**src/rtl/ce_pulse_gen_pkg.sv**
```systemverilog
// Shared definitions for the clock-enable source: mode encodings and default sizing.
package ce_pulse_gen_pkg;

    typedef enum logic {
        MODE_AUTO = 1'b0,
        MODE_STEP = 1'b1
    } ce_mode_e;

    localparam int DIV_W_DEF      = 26;
    localparam int DEB_CYCLES_DEF = 50000;
    localparam int DEB_W_DEF      = 16;

endpackage

```
**src/rtl/ce_pulse_gen_btn_debounce.sv**
```systemverilog
// Push-button conditioner: two-flop synchroniser, stable-level debounce and a
// one-cycle rising-edge pulse per accepted press.
module btn_debounce
    import ce_pulse_gen_pkg::*;
#(
    parameter int DEB_CYCLES = DEB_CYCLES_DEF,
    parameter int DEB_W      = DEB_W_DEF
) (
    input  logic clk,
    input  logic r,
    input  logic btn,
    output logic btn_db,
    output logic rise
);

    logic             r_sync1;
    logic             r_sync2;
    logic [DEB_W-1:0] r_deb_cnt;
    logic             r_btn_db;
    logic             r_btn_db_q;
    logic             w_btn_s;
    logic             w_deb_done;

    assign w_btn_s    = r_sync2;
    assign w_deb_done = (r_deb_cnt == DEB_W'(DEB_CYCLES - 1));

    // Two-flop synchroniser; the raw button is read nowhere else.
    always_ff @(posedge clk or posedge r) begin
        if (r) begin
            r_sync1 <= 1'b0;
            r_sync2 <= 1'b0;
        end else begin
            r_sync1 <= btn;
            r_sync2 <= r_sync1;
        end
    end

    // Accept a new level only after it has differed for DEB_CYCLES consecutive cycles.
    always_ff @(posedge clk or posedge r) begin
        if (r) begin
            r_deb_cnt <= {DEB_W{1'b0}};
            r_btn_db  <= 1'b0;
        end else if (w_btn_s == r_btn_db) begin
            r_deb_cnt <= {DEB_W{1'b0}};
            r_btn_db  <= r_btn_db;
        end else if (w_deb_done) begin
            r_deb_cnt <= {DEB_W{1'b0}};
            r_btn_db  <= w_btn_s;
        end else begin
            r_deb_cnt <= r_deb_cnt + DEB_W'(1);
            r_btn_db  <= r_btn_db;
        end
    end

    // Delayed copy of the debounced level for edge detection.
    always_ff @(posedge clk or posedge r) begin
        if (r) begin
            r_btn_db_q <= 1'b0;
        end else begin
            r_btn_db_q <= r_btn_db;
        end
    end

    assign btn_db = r_btn_db;
    assign rise   = r_btn_db & ~r_btn_db_q;

endmodule

```
**src/rtl/ce_pulse_gen.sv**
```systemverilog
// Clock-enable source for the counter chain: programmable prescaler in AUTO mode,
// debounced single-step button in STEP mode, one registered ce output.
module ce_pulse_gen
    import ce_pulse_gen_pkg::*;
#(
    parameter int DIV_W      = DIV_W_DEF,
    parameter int DEB_CYCLES = DEB_CYCLES_DEF,
    parameter int DEB_W      = DEB_W_DEF
) (
    input  logic             clk,
    input  logic             r,
    input  logic             en,
    input  logic             mode,
    input  logic [DIV_W-1:0] div,
    input  logic             btn,
    output logic             ce,
    output logic             btn_db
);

    logic [DIV_W-1:0] r_cnt;
    logic             r_ce;
    logic             w_tc;
    logic             w_rise;
    logic             w_btn_db;
    logic             w_auto_run;
    logic             w_sel;

    btn_debounce #(
        .DEB_CYCLES (DEB_CYCLES),
        .DEB_W      (DEB_W)
    ) u_btn_debounce (
        .clk    (clk),
        .r      (r),
        .btn    (btn),
        .btn_db (w_btn_db),
        .rise   (w_rise)
    );

    // ">=" rather than "==" so shrinking div below the running count wraps at once.
    assign w_tc       = (r_cnt >= div);
    assign w_auto_run = en & (mode == MODE_AUTO);

    // Prescaler: free-runs only in enabled AUTO mode, otherwise held at zero.
    always_ff @(posedge clk or posedge r) begin
        if (r) begin
            r_cnt <= {DIV_W{1'b0}};
        end else if (w_auto_run) begin
            if (w_tc) begin
                r_cnt <= {DIV_W{1'b0}};
            end else begin
                r_cnt <= r_cnt + DIV_W'(1);
            end
        end else begin
            r_cnt <= {DIV_W{1'b0}};
        end
    end

    // Source select for the enable pulse.
    always_comb begin
        w_sel = 1'b0;
        case (mode)
            MODE_AUTO: w_sel = w_tc;
            MODE_STEP: w_sel = w_rise;
            default:   w_sel = 1'b0;
        endcase
    end

    // Registered ce output.
    always_ff @(posedge clk or posedge r) begin
        if (r) begin
            r_ce <= 1'b0;
        end else begin
            r_ce <= en & w_sel;
        end
    end

    assign ce     = r_ce;
    assign btn_db = w_btn_db;

endmodule

```
**config.mk**
```make
export PLATFORM = sky130hd
export DESIGN_NAME = ce_pulse_gen
export DESIGN_NICKNAME = d
export VERILOG_FILES = /design/src/rtl/ce_pulse_gen_pkg.sv /design/src/rtl/ce_pulse_gen_btn_debounce.sv /design/src/rtl/ce_pulse_gen.sv
export SDC_FILE = /design/constraint.sdc
export NUM_CORES = 1
export LEC_CHECK = 0
export ABC_AREA = 1
export CAP_MARGIN = 20
export CORE_UTILIZATION = 47
export CTS_CLUSTER_SIZE = 40
export DETAILED_ROUTE_END_ITERATION = 16
export DONT_BUFFER_PORTS = 1
export REMOVE_ABC_BUFFERS = 1
export SLEW_MARGIN = 20
export SYNTH_ARGS = -nofsm -noshare
export SYNTH_HDL_FRONTEND = slang
export SYNTH_SLANG_ARGS = --single-unit
```
**constraint.sdc**
```tcl
create_clock -name clk -period 4.79 [get_ports clk]
set_clock_uncertainty 0.2 [all_clocks]
set_input_delay 0.7185 -clock clk [delete_from_list [all_inputs] [get_ports clk]]
set_output_delay 0.7185 -clock clk [all_outputs]
set_load 0.01 [all_outputs]
```
==> results.md, run 1 <==
Timing:
- The final count of pins violating max slew came to 0.
- The minimum clock period is 2.49 ns.
- The measured slew at the worst slew-check pin is 0.805 ns.
- The total count of hold-check failures in the final report is 0.
- The post-route worst setup slack is 2.30 ns.
- Dividing the final minimum period by the clock period gives 0.521.
- The setup-violating endpoint count in the final report is 0.
- The relative slew slack is 0.463.
- Setup repair after global routing left no endpoint under its margin.
- The maximum achievable frequency is 0.401 GHz.
- Setup total negative slack on the finished layout was measured at 0 ns.

Synthesis:
- Counting flops with a built-in enable in the synthesized netlist gives 0.
- Averaged over all synthesized cells, the footprint is 7.65 sq um.
- The warning count from the yosys run is 0.
- Counting instances in the post-synthesis netlist gives the leading cell types as sky130_fd_sc_hd__nand2_1, sky130_fd_sc_hd__inv_1, sky130_fd_sc_hd__nor2_1.
- The area share of the largest cell type after synthesis is 0.355.
- The library cell with the highest instance count after synthesis is sky130_fd_sc_hd__nand2_1.
- The cell count after synthesis came out at 433.
- The proportion of synthesized chip area in sequential cells is 0.355.
- The count of unique library cells instantiated by Yosys is 30.
- Of all cell types, the one taking the most synthesized area is sky130_fd_sc_hd__dfrtp_1.
- The share of flip-flops with an asynchronous set or reset is 1.00.
- The most used flip-flop cell after synthesis is sky130_fd_sc_hd__dfrtp_1.
- The number of register bits inferred by synthesis is 47.
- By area the synthesized netlist is led by sky130_fd_sc_hd__dfrtp_1, sky130_fd_sc_hd__nand2_1, sky130_fd_sc_hd__ha_1.
- Summing every instance area after synthesis gives 3310 sq um.

Setup path:
- The type of element launching the critical path is a flop.
- The worst register-to-register path ends at r_cnt[3]$_DFF_PP0_.
- Measured in cells, the most critical reg-to-reg path has a length of 10.
- STA classifies the critical path endpoint as a flop.
- The source of the worst register-to-register timing path is r_cnt[4]$_DFF_PP0_.
- The worst setup path is of the flop to flop kind.
- The setup slack of the most critical reg-to-reg path is 2.30 ns.
- At the worst endpoint, the required time is 4.82 ns.
- In this run the worst path has a maximum fanout of 21.
- Data arrives at the worst endpoint at 2.52 ns.

Final layout:
- The sequential cell area in the final layout is 1180 sq um.
- The count of fill cells added during filler insertion is 677.
- 0 antenna diodes ended up in the layout.
- The area added between synthesis and finish is 5.63%.
- At the end of the flow, the number of nets in the layout was 497.
- The fraction of final layout cells sized beyond drive strength 1 is 0.121.
- The area taken by multi-input logic gates is 1840 sq um.
- Excluding fillers, the count of instances in the completed layout stands at 534.

Worst hold path:
- The path with the worst hold slack has its endpoint at u_btn_debounce.r_sync2$_DFF_PP0_.
- The worst hold path begins at u_btn_debounce.r_sync1$_DFF_PP0_.
- The worst hold path was traced through 0 stages.
- The class of the tightest hold or removal check is flop to flop.

Global route:
- The total overflow left after global routing is 0.
- The met1 track demand over resource is 0.287.
- The global-route track usage on met3 is 0.0433.
- The maximum number of pins on one net before global-route repair is 48.
- The via count of the first global-routing pass is 2,557.
- After global routing, the most crowded layer is met2.
- The first-pass GRT wire length is 12,000 microns.
- The combined global-route utilization of all metal layers is 0.207.
- The met2 usage in global routing is 0.335.
- The number of antenna violations at the first check in global routing came to 0.

Power and ir drop:
- The power density over the cells is 200 nW/um^2.
- The leakage dissipation is 1.70 nW.
- The fraction of power consumed by the clock network is 0.360.
- The share of total power dissipated in sequential elements is 0.575.
- The worst-case vdd ir drop is 0.113 mV.
- The internal power of the cells totals 0.527 mW.
- The share of total power in combinational logic is 0.065.
- The switching power is 0.174 mW.
- The switching share of power is 0.248.

Placed design:
- The number of buffers added on ports is 0.
- The total half-perimeter wirelength after legalization and detailed placement is 5270 microns.
- The total placed cells including tap cells is 527.
- At the end of routability-driven placement, the weighted congestion stood at 0.845.
- Prior to clock tree synthesis, the placed netlist has a worst setup slack of 1.98 ns.

Die:
- The die outline height is 86.0 microns.
- The number of placed I/O pins is 33.
- Measured along the x axis, the die boundary spans 86.0 microns.
- The die covers 7390 sq um.
- The effective utilization at floorplan is 0.488.
- The number of cell rows is 30.
- The standard cell core area is 6790 sq um.

Flow run:
- Max-cap violations in this run came to 0.

CTS:
- The number of gates resized after CTS was 0.
- The setup fix buffers added after clock tree synthesis is 0.
- The clock transition at the registers of the reported paths is 0.09 ns.
- For this design, the sink count on the clock tree is 47.
- The total number of H-tree levels is 2.
- The TritonCTS clock tree is done.
- The cts-stage hold buffer count is 0.
- The worst-case clock buffer depth is 2.
- The cell chosen for the clock root is sky130_fd_sc_hd__clkbuf_8.
- The latest clock arrival within the worst-skew pair is 0.31 ns.
- The number of buffers created by CTS is 5.

Routing:
- After detailed routing, the average wire length per cell comes to 12.6 microns.
- The wire length after detailed routing is 6720 microns.
- After detailed routing, the number of remaining DRC violations is 0.
- The detailed-route vias per instance is 4.91.
- The antenna violation net count after detailed routing is 0.
- The detailed router placed 2,620 vias in this run.
- The first detailed-routing pass ran for 4 iterations.
- The number of DRC markers after the initial detailed-route iteration is 123.

Status:
- The flow ran to the end, and the final reports show no timing, DRC or antenna violations.
==> cell usage in the layout (no fill, tap or decap), types with 2 or more instances in the layout <==
cell                       count
sky130_fd_sc_hd__a21oi_1      12
sky130_fd_sc_hd__and3_1        2
sky130_fd_sc_hd__clkbuf_8      6
sky130_fd_sc_hd__clkinv_2      3
sky130_fd_sc_hd__dfrtp_1      47
sky130_fd_sc_hd__ha_1         28
sky130_fd_sc_hd__inv_1        69
sky130_fd_sc_hd__inv_2         2
sky130_fd_sc_hd__nand2_1      94
sky130_fd_sc_hd__nand2_2       6
sky130_fd_sc_hd__nand3_1      20
sky130_fd_sc_hd__nand3_2       3
sky130_fd_sc_hd__nand3_4       2
sky130_fd_sc_hd__nand4_1      10
sky130_fd_sc_hd__nor2_1       51
sky130_fd_sc_hd__nor2_2       21
sky130_fd_sc_hd__nor2_4        3
sky130_fd_sc_hd__nor3_1       13
sky130_fd_sc_hd__nor3_2        3
sky130_fd_sc_hd__nor4_1        2
sky130_fd_sc_hd__o21ai_0      10
sky130_fd_sc_hd__o21bai_1      2
sky130_fd_sc_hd__xnor2_1      10
sky130_fd_sc_hd__xor2_1       13
==> critical path, stage by stage (launching register included) <==
cell	delay, ns
sky130_fd_sc_hd__dfrtp_1	0.54
sky130_fd_sc_hd__ha_1	0.30
sky130_fd_sc_hd__nand2_1	0.08
sky130_fd_sc_hd__nor2_1	0.08
sky130_fd_sc_hd__nand2_1	0.07
sky130_fd_sc_hd__nor2_1	0.04
sky130_fd_sc_hd__nand3_1	0.07
sky130_fd_sc_hd__nand2_1	0.09
sky130_fd_sc_hd__nor2_4	0.16
sky130_fd_sc_hd__nand3_2	0.53
sky130_fd_sc_hd__nor2_2	0.25
==> power by group through the flow <==
stage | logic [mW] | registers, mW | clock network [mW]
2_1_floorplan | 0.0359 | 0.410 | 0
6_report | 0.0452 | 0.403 | 0.252
5_1_grt | 0.0546 | 0.404 | 0.272
3_5_place_dp | 0.0467 | 0.411 | 0
3_3_place_gp | 0.0453 | 0.411 | 0
4_1_cts | 0.0470 | 0.403 | 0.259
==> per-stage QoR <==
stage	hold slack [ns]	total power [mW]	cell area [sq um]	utilization
after floorplan	0.131	0.446	3290	-
after global placement	0.132	0.456	3410	0.502
after detailed placement	0.136	0.458	3410	0.502
after CTS	0.156	0.709	3500	0.515
after global routing	0.167	0.730	3500	0.515
final	0.153	0.700	3500	0.515
==> how the worst max path moves through the flow <==
stage,start,endpoint
6_report,r_cnt[4]$_DFF_PP0_,r_cnt[3]$_DFF_PP0_
5_1_grt,r_cnt[5]$_DFF_PP0_,r_cnt[17]$_DFF_PP0_
4_1_cts,r_cnt[17]$_DFF_PP0_,r_cnt[24]$_DFF_PP0_
3_5_place_dp,div[24],r_cnt[25]$_DFF_PP0_
3_3_place_gp,div[25],r_cnt[0]$_DFF_PP0_
2_1_floorplan,div[17],r_cnt[24]$_DFF_PP0_
==> flip-flops by register name, summed over array words and instances (netlist names) <==
register                   count
ce                             1
r_cnt                         26
u_btn_debounce.btn_db          1
u_btn_debounce.r_btn_db_q      1
u_btn_debounce.r_deb_cnt      16
u_btn_debounce.r_sync1         1
u_btn_debounce.r_sync2         1
==> layout make-up <==
type,instances,share of cell area
clock inverters,1,0.00143
flip-flops and latches,47,0.336
clock buffers,6,0.0236
multi-input cells,311,0.526
inverters,73,0.0790
well taps,96,0.0343
==> kinds of logic (layout without fill, tap and decap cells) <==
family	after synthesis	after routing	share of synthesized area
DFF	47	47	0.355
and+or+nand+nor	235	235	0.349
buffers and inverters	75	80	0.0899
AOI/OAI and AO/OA	25	25	0.0393
adders and majority gates	28	28	0.106
xor gates and xnor gates	23	23	0.0608
==> layer usage <==
| layer | share of wire | vias to the layer above | wire [microns] |
|---|---|---|---|
| li1 | - | 1373 | - |
| met1 | 0.51 | 1190 | 3410 |
| met2 | 0.46 | 55 | 3060 |
| met3 | 0.033 | 2 | 224 |
| met4 | 0.0040 | 0 | 27 |
| met5 | 0 | - | 0 |
Power figures use the tool's default switching activity.
==> run 2: changes to the inputs <==
- clock period: 4.79 -> 2.6 ns (I/O delays scaled with it)
==> results.md, run 2 (synthesis results as in run 1) <==
Status:
- The run finished with clean final reports.

Setup path:
- The worst register-to-register path ends at r_cnt[0]$_DFF_PP0_.
- The biggest cell delay along the critical path is 0.49 ns.
- The path depth of the worst reg2reg path is 11.
- The largest fanout of any net on the critical path is 19.
- STA puts the critical path data required time at 2.59 ns.
- The data arrival time at the worst-slack endpoint is 2.24 ns.
- The dominant cell type by count on the critical path is sky130_fd_sc_hd__nand2_1.
- The setup slack of the most critical reg-to-reg path is 0.35 ns.
- Walking the worst path, the cells encountered are ha_1 > nand2_1 > nor2_1 > nand2_1 > nor2_1 > nand3_1 > nand2_1 > nor2_4 > nand3_2 > buf_12 > nor2_2.
- The worst setup path is launched from a flop.
- The type of destination of the critical path is a flop.
- On the critical path, the stage with the largest delay is an instance of sky130_fd_sc_hd__dfrtp_1.
- The critical path in this run is classified as flop to flop.
- In this run the critical register-to-register path is launched from r_cnt[5]$_DFF_PP0_.

Global route:
- In the global route stage, overall resource usage came out at 0.202.
- The remaining global-route overflow is 0.
- The first-pass GRT wire length is 11,700 microns.
- The number of antenna violations at the first check in global routing is 0.
- The maximum number of pins on one net before global-route repair is 48.
- The via count of the first global-routing pass is 2,488.

Die:
- The effective utilization at floorplan is 0.488.
- In this run the count of I/O pins placed on the die edge is 33.
- In this run the vertical extent of the chip is 86.0 microns.
- The standard cell core area is 6790 sq um.
- The total die area is 7390 sq um.
- In this run the horizontal extent of the chip is 86.0 microns.
- The number of cell rows is 30.

Routing:
- In the final routed layout, each cell accounts on average for 12.3 microns.
- For this run, the detailed router's first-pass iteration total came to 5.
- The routed via count is 2,664.
- For this block, the initial DRC count from the detailed router was 179.
- The final layout contains routed wiring with a total length of 6630 microns.
- The detailed-route vias per instance is 4.95.
- In the routed design, unresolved DRC markers number 0.
- In this run the remaining antenna-violating nets after routing total 0.

Worst hold path:
- The class of the tightest hold or removal check is input port to flop.
- The number of cells on the worst hold path is 2.
- The sink of the worst hold path is ce$_DFF_PP0_.
- The startpoint of the most critical hold path is mode.

Power and ir drop:
- For this design the static power due to leakage is 1.72 nW.
- The power density over the cells is 382 nW/um^2.
- The total power of the final layout is 1.36 mW.
- VDD sags by at most 0.195 mV.

CTS:
- The clock transition at the registers of the reported paths is 0.09 ns.
- The tree built by TritonCTS fans out to 47 sinks.
- The H-tree generated during clock tree synthesis spans 2 levels.
- The post-cts gate resize count is 0.
- The worst-case clock buffer depth is 2.
- The latest clock arrival within the worst-skew pair is 0.30 ns.
- TritonCTS created 5 clock buffers.
- CTS placed an instance of sky130_fd_sc_hd__clkbuf_8 at the clock tree root.
- TritonCTS built the clock tree.

Timing:
- Derived from the worst setup path, the maximum achievable clock frequency is 0.445 GHz.
- The relative slew slack is 0.593.
- The minimum hold slack is 0.0446 ns.
- The final worst-path cycle share is 0.864.
- The setup TNS after final layout is 0 ns.
- At the pin with the least slew margin, the transition time is 0.610 ns.
- The minimum clock period is 2.25 ns.
- Setup repair after global routing left no endpoint under its margin.
- The total count of hold-check failures in the final report is 0.
- The setup-violating endpoint count in the final report is 0.
- The final count of pins violating max slew was 0.

Final layout:
- Once layout is complete, the cells apart from fillers number 538.
- More flip-flops sit in one register than any other, and that register is r_cnt.
- At the end of the flow, the number of nets in the layout was 501.
- The area added between synthesis and finish is 7.59%.
- In the final layout, flip-flops and latches occupy 1180 sq um.
- Fill cells in the final layout number 669.
- In the layout the commonest cells are sky130_fd_sc_hd__nand2_1, sky130_fd_sc_hd__inv_1, sky130_fd_sc_hd__nor2_1.
- The number of antenna diodes in the final layout is 0.
- The fraction of final layout cells sized beyond drive strength 1 is 0.124.
- The leading cell type in the layout, fill and taps excluded is sky130_fd_sc_hd__nand2_1.
- The largest registers in the layout are r_cnt x26, u_btn_debounce.r_deb_cnt x16.
- The multi-input combinational cells in the finished layout cover a total of 1840 sq um.
- The share of the core filled with cells is 0.525.
- The number of flip-flops under the largest register name is 26.

Placed design:
- The wire-length estimate of the detail-placed layout is 5110 microns.
- The number of buffers added on ports is 0.
- The total placed cells including tap cells is 529.
- The final weighted congestion of routability-driven global placement is 0.844.

Flow run:
- Across the run, the number of max-cap violations was 0.
[run 2: changes by cell type in the layout (fill, tap and decap cells not counted)]
| cell | before | now |
|---|---|---|
| sky130_fd_sc_hd__clkinv_2 | 3 | 1 |
| sky130_fd_sc_hd__clkinvlp_4 | 0 | 1 |
| sky130_fd_sc_hd__buf_12 | 0 | 1 |
| sky130_fd_sc_hd__buf_4 | 0 | 1 |
| sky130_fd_sc_hd__clkbuf_8 | 6 | 5 |
| sky130_fd_sc_hd__dlygate4sd3_1 | 0 | 2 |
| sky130_fd_sc_hd__inv_2 | 2 | 3 |
| sky130_fd_sc_hd__bufinv_16 | 0 | 1 |
[run 2: worst max-delay path, delay by kind of cell (launching register included)]
kind                     cells  cell delay (ns)
buffers and inverters        1             0.19
flip-flops                   1             0.49
AND/OR/NAND/NOR              9             0.92
adder cells (fa/ha/maj)      1             0.34
[run 2: power by group]
| part | total (mW) | switching, mW | internal (mW) |
|---|---|---|---|
| sequential | 0.742 | 0.00528 | 0.737 |
| combinational | 0.0907 | 0.0610 | 0.0297 |
| clock | 0.530 | 0.249 | 0.281 |
| total | 1.36 | 0.315 | 1.05 |
[run 2: metal layers]
layer / vias to the layer above / track usage / share of wire
met1: 1223 / 0.296 / 0.52
met3: 5 / 0.0318 / 0.027
met4: 0 / 0.0455 / 0.0098
met2: 50 / 0.312 / 0.44
met5: - / 0 / 0
li1: 1386 / - / -
[run 2: through the flow]
step | setup slack (ns) | instance area, sq um
2_1_floorplan | 0.456 | 3290
3_3_place_gp | 0.361 | 3440
3_5_place_dp | 0.350 | 3440
4_1_cts | 0.337 | 3560
5_1_grt | 0.188 | 3560
6_report | 0.355 | 3560
[run 2: cell type report]
type                       count  share of cell area
multi-input combinational    311               0.516
sequential                    47               0.330
inverter                      73              0.0772
tap                           96              0.0337
clock buffer                   5              0.0193
timing repair buffer           4              0.0133
clock inverter                 2              0.0105
[run 2: worst max-delay path by stage]
stage / from / to / slack, ns
after floorplan: div[17] / r_cnt[24]$_DFF_PP0_ / 0.46
after global placement: r_cnt[5]$_DFF_PP0_ / r_cnt[0]$_DFF_PP0_ / 0.36
after detailed placement: r_cnt[5]$_DFF_PP0_ / r_cnt[0]$_DFF_PP0_ / 0.35
after CTS: r_cnt[5]$_DFF_PP0_ / r_cnt[0]$_DFF_PP0_ / 0.34
after global routing: r_cnt[5]$_DFF_PP0_ / r_cnt[7]$_DFF_PP0_ / 0.19
final: r_cnt[5]$_DFF_PP0_ / r_cnt[0]$_DFF_PP0_ / 0.35
[run 2: timing repair]
| action | 4_1_cts | 5_1_grt |
|---|---|---|
| hold buffers | 2 | 0 |
| setup buffers | 0 | 0 |
| endpoints found under the hold margin | 48 | 0 |
==> run 3: changes to the inputs <==
- CORE_UTILIZATION: 47 -> 45
==> results.md, run 3 (synthesis results as in run 1) <==
Setup path:
- The type of destination of the critical path is a flop.
- The source of the worst register-to-register timing path is r_cnt[5]$_DFF_PP0_.
- The number of cells on the critical path is 11.
- The largest fanout of any net on the critical path is 19.
- The setup slack of the most critical reg-to-reg path is 0.28 ns.
- The worst setup path category is flop to flop.
- In this run the worst setup path begins at r_cnt[5]$_DFF_PP0_.
- The path depth of the worst reg2reg path is 11.
- The most numerous cell type found on the critical path is sky130_fd_sc_hd__nand2_1.
- The worst register-to-register path ends at r_cnt[13]$_DFF_PP0_.
- The slowest stage of the critical path is the sky130_fd_sc_hd__dfrtp_1 cell.
- The worst setup path is launched from a flop.
- The data arrival time at the worst-slack endpoint is 2.32 ns.
- Counting both buffers and inverters, the worst setup path holds a total of 1.
- The biggest cell delay along the critical path is 0.49 ns.
- For the worst setup path, the data required time is 2.59 ns.
- The family of cells with the greatest summed delay on the critical path is simple AND/OR/NAND/NOR gates.
- The critical path ends at r_cnt[13]$_DFF_PP0_.
- Walking the worst path, the cells encountered are ha_1 > nand2_1 > nor2_1 > nand2_1 > nor2_1 > nand3_1 > nand2_1 > nor2_4 > nand3_2 > buf_4 > nor2_2.

Final layout:
- The number of flip-flops under the largest register name is 26.
- The repair_antennas step left the layout with diodes totalling 0.
- The count of fill cells added during filler insertion is 699.
- The area growth from synthesis to layout is 7.48%.
- Counting flops per register, the top entry is r_cnt.
- The largest registers in the layout are r_cnt x26, u_btn_debounce.r_deb_cnt x16.
- The net total in the final layout is 503.
- In the layout the commonest cells are sky130_fd_sc_hd__nand2_1, sky130_fd_sc_hd__inv_1, sky130_fd_sc_hd__nor2_1.
- The leading cell type in the layout, fill and taps excluded is sky130_fd_sc_hd__nand2_1.
- The fraction of final layout cells sized beyond drive strength 1 is 0.128.

CTS:
- No sink is reached through more buffers than the 2 on the longest clock path.
- Post-CTS repair changed the size of 0 cells.
- The number of buffers created by CTS is 5.
- For the worst-skew pair, the clock arrives at the later sink with an insertion delay of 0.30 ns.
- CTS built an H-tree with a depth of 2.
- In this run, post-CTS hold repair placed 2 buffers.
- The setup fix buffers added after clock tree synthesis is 0.
- TritonCTS built the clock tree.
- The clock transition at the registers of the reported paths is 0.09 ns.
- The cell chosen for the clock root is sky130_fd_sc_hd__clkbuf_8.
- For this design, the sink count on the clock tree is 47.

Power and ir drop:
- In this run the power density over the cells is 375 nW/um^2.
- The share of total power dissipated in combinational logic is 0.069.
- Of the total power, the share spent switching nets is 0.243.
- The internal portion of total power is 1.01 mW.
- The analysis attributes to cell leakage a power of 1.73 nW.
- The sequential share of power is 0.557.
- The switching power is 0.324 mW.
- IR analysis of the VDD net gives a maximum drop of 0.215 mV.
- Of the total power, the clock network draws 0.374.

Timing:
- Setup repair after global routing left no endpoint under its margin.
- The final worst-path cycle share is 0.894.
- After layout, the worst setup slack is 0.276 ns.
- The measured slew at the worst slew-check pin is 0.654 ns.
- The setup-violating endpoint count in the final report is 0.
- The final count of pins violating max slew is 0.
- Headroom to the max-slew limit came out at 0.563.
- The total count of hold-check failures in the final report is 0.
- The minimum clock period is 2.32 ns.
- The setup TNS after final layout is 0 ns.
- The maximum achievable frequency is 0.430 GHz.

Flow run:
- Max-cap violations in this run came to 0.

Global route:
- In the global route stage, overall resource usage came out at 0.203.
- The most used routing layer is met2.
- The via count of the first global-routing pass is 2,568.
- The total overflow left after global routing is 0.
- Entering global routing, the biggest net connects 32 pins.
- The number of antenna violations at the first check in global routing came to 0.
- For met3 alone, demand over resource in global routing was 0.0311.
- For this run, global-route usage on met2 was measured as 0.329.
- The first-pass GRT wire length is 12,000 microns.
- The met1 track demand over resource is 0.283.

Die:
- The number of cell rows is 30.
- From bottom edge to top edge, the die measures 87.8 microns.
- The number of placed I/O pins is 33.
- The floorplan step defined a die boundary enclosing 7710 sq um.
- The die extent in x is 87.8 microns.
- For this configuration, the core starts out at a cell density of 0.477.
- The core region is 6940 sq um.

Routing:
- The number of detailed-route iterations in the first pass is 4.
- After detailed routing, the number of vias per cell comes to 4.92.
- In this run the remaining antenna-violating nets after routing total 0.
- The wire length after detailed routing is 6880 microns.
- The number of DRC markers after the initial detailed-route iteration is 160.
- Dividing the detail-routed wire length by the instance count gives 12.7 microns.
- Summing over every cut layer, the via total after detailed routing is 2,662.
- The count of unresolved DRC violations after routing is 0.

Placed design:
- The number of buffers added on ports is 0.
- Prior to clock tree synthesis, the placed netlist has a worst setup slack of 0.303 ns.
- The final weighted congestion of routability-driven global placement is 0.868.
- The total half-perimeter wirelength after legalization and detailed placement is 5460 microns.

Status:
- The flow ran to the end, and the final reports show no timing, DRC or antenna violations.

Worst hold path:
- The class of the tightest hold or removal check is input port to flop.
- The number of cells on the worst hold path is 2.
run 3: cell types whose count changed in the layout (fill, tap and decap cells not counted), sizes merged:
cell | before | now
clkbuf | 5 | 8
buf | 2 | 4
bufinv | 1 | 0
clkinvlp | 1 | 0
run 3: metal layers:
layer / up-vias / routed length, microns
met5: - / 0
met4: 0 / 57
met3: 5 / 215
met2: 52 / 3160
met1: 1220 / 3450
li1: 1385 / -
run 3: through the flow:
| stage | hold WS, ns | power [mW] | utilization | area (sq um) | cells |
|---|---|---|---|---|---|
| floorplan | 0.131 | 0.822 | - | 3290 | 431 |
| global placement | 0.134 | 0.847 | 0.495 | 3440 | 531 |
| detailed placement | 0.150 | 0.849 | 0.495 | 3440 | 531 |
| CTS | 0.0407 | 1.35 | 0.513 | 3560 | 541 |
| global route | 0.0779 | 1.39 | 0.513 | 3560 | 541 |
| finish | 0.0517 | 1.33 | 0.513 | 3560 | 541 |
run 3: power groups by stage:
stage	Combinational [mW]	Clock, mW	Sequential (mW)
floorplan	0.0661	0	0.756
global placement	0.0900	0	0.757
detailed placement	0.0918	0	0.757
CTS	0.0951	0.515	0.742
global route	0.110	0.538	0.743
finish	0.0925	0.499	0.742
run 3: worst min-delay path by stage:
stage,from,to
6_report,mode,ce$_DFF_PP0_
5_1_grt,mode,ce$_DFF_PP0_
4_1_cts,mode,ce$_DFF_PP0_
3_5_place_dp,u_btn_debounce.r_sync1$_DFF_PP0_,u_btn_debounce.r_sync2$_DFF_PP0_
3_3_place_gp,u_btn_debounce.r_sync1$_DFF_PP0_,u_btn_debounce.r_sync2$_DFF_PP0_
2_1_floorplan,u_btn_debounce.r_sync1$_DFF_PP0_,u_btn_debounce.r_sync2$_DFF_PP0_
run 3: area by class of cell:
type,count,area [sq um],area share
timing repair buffer,6,50.0,0.0141
sequential,47,1180,0.330
multi-input combinational,311,1840,0.517
tap,96,120,0.0337
inverter,73,275,0.0773
clock buffer,8,100,0.0281
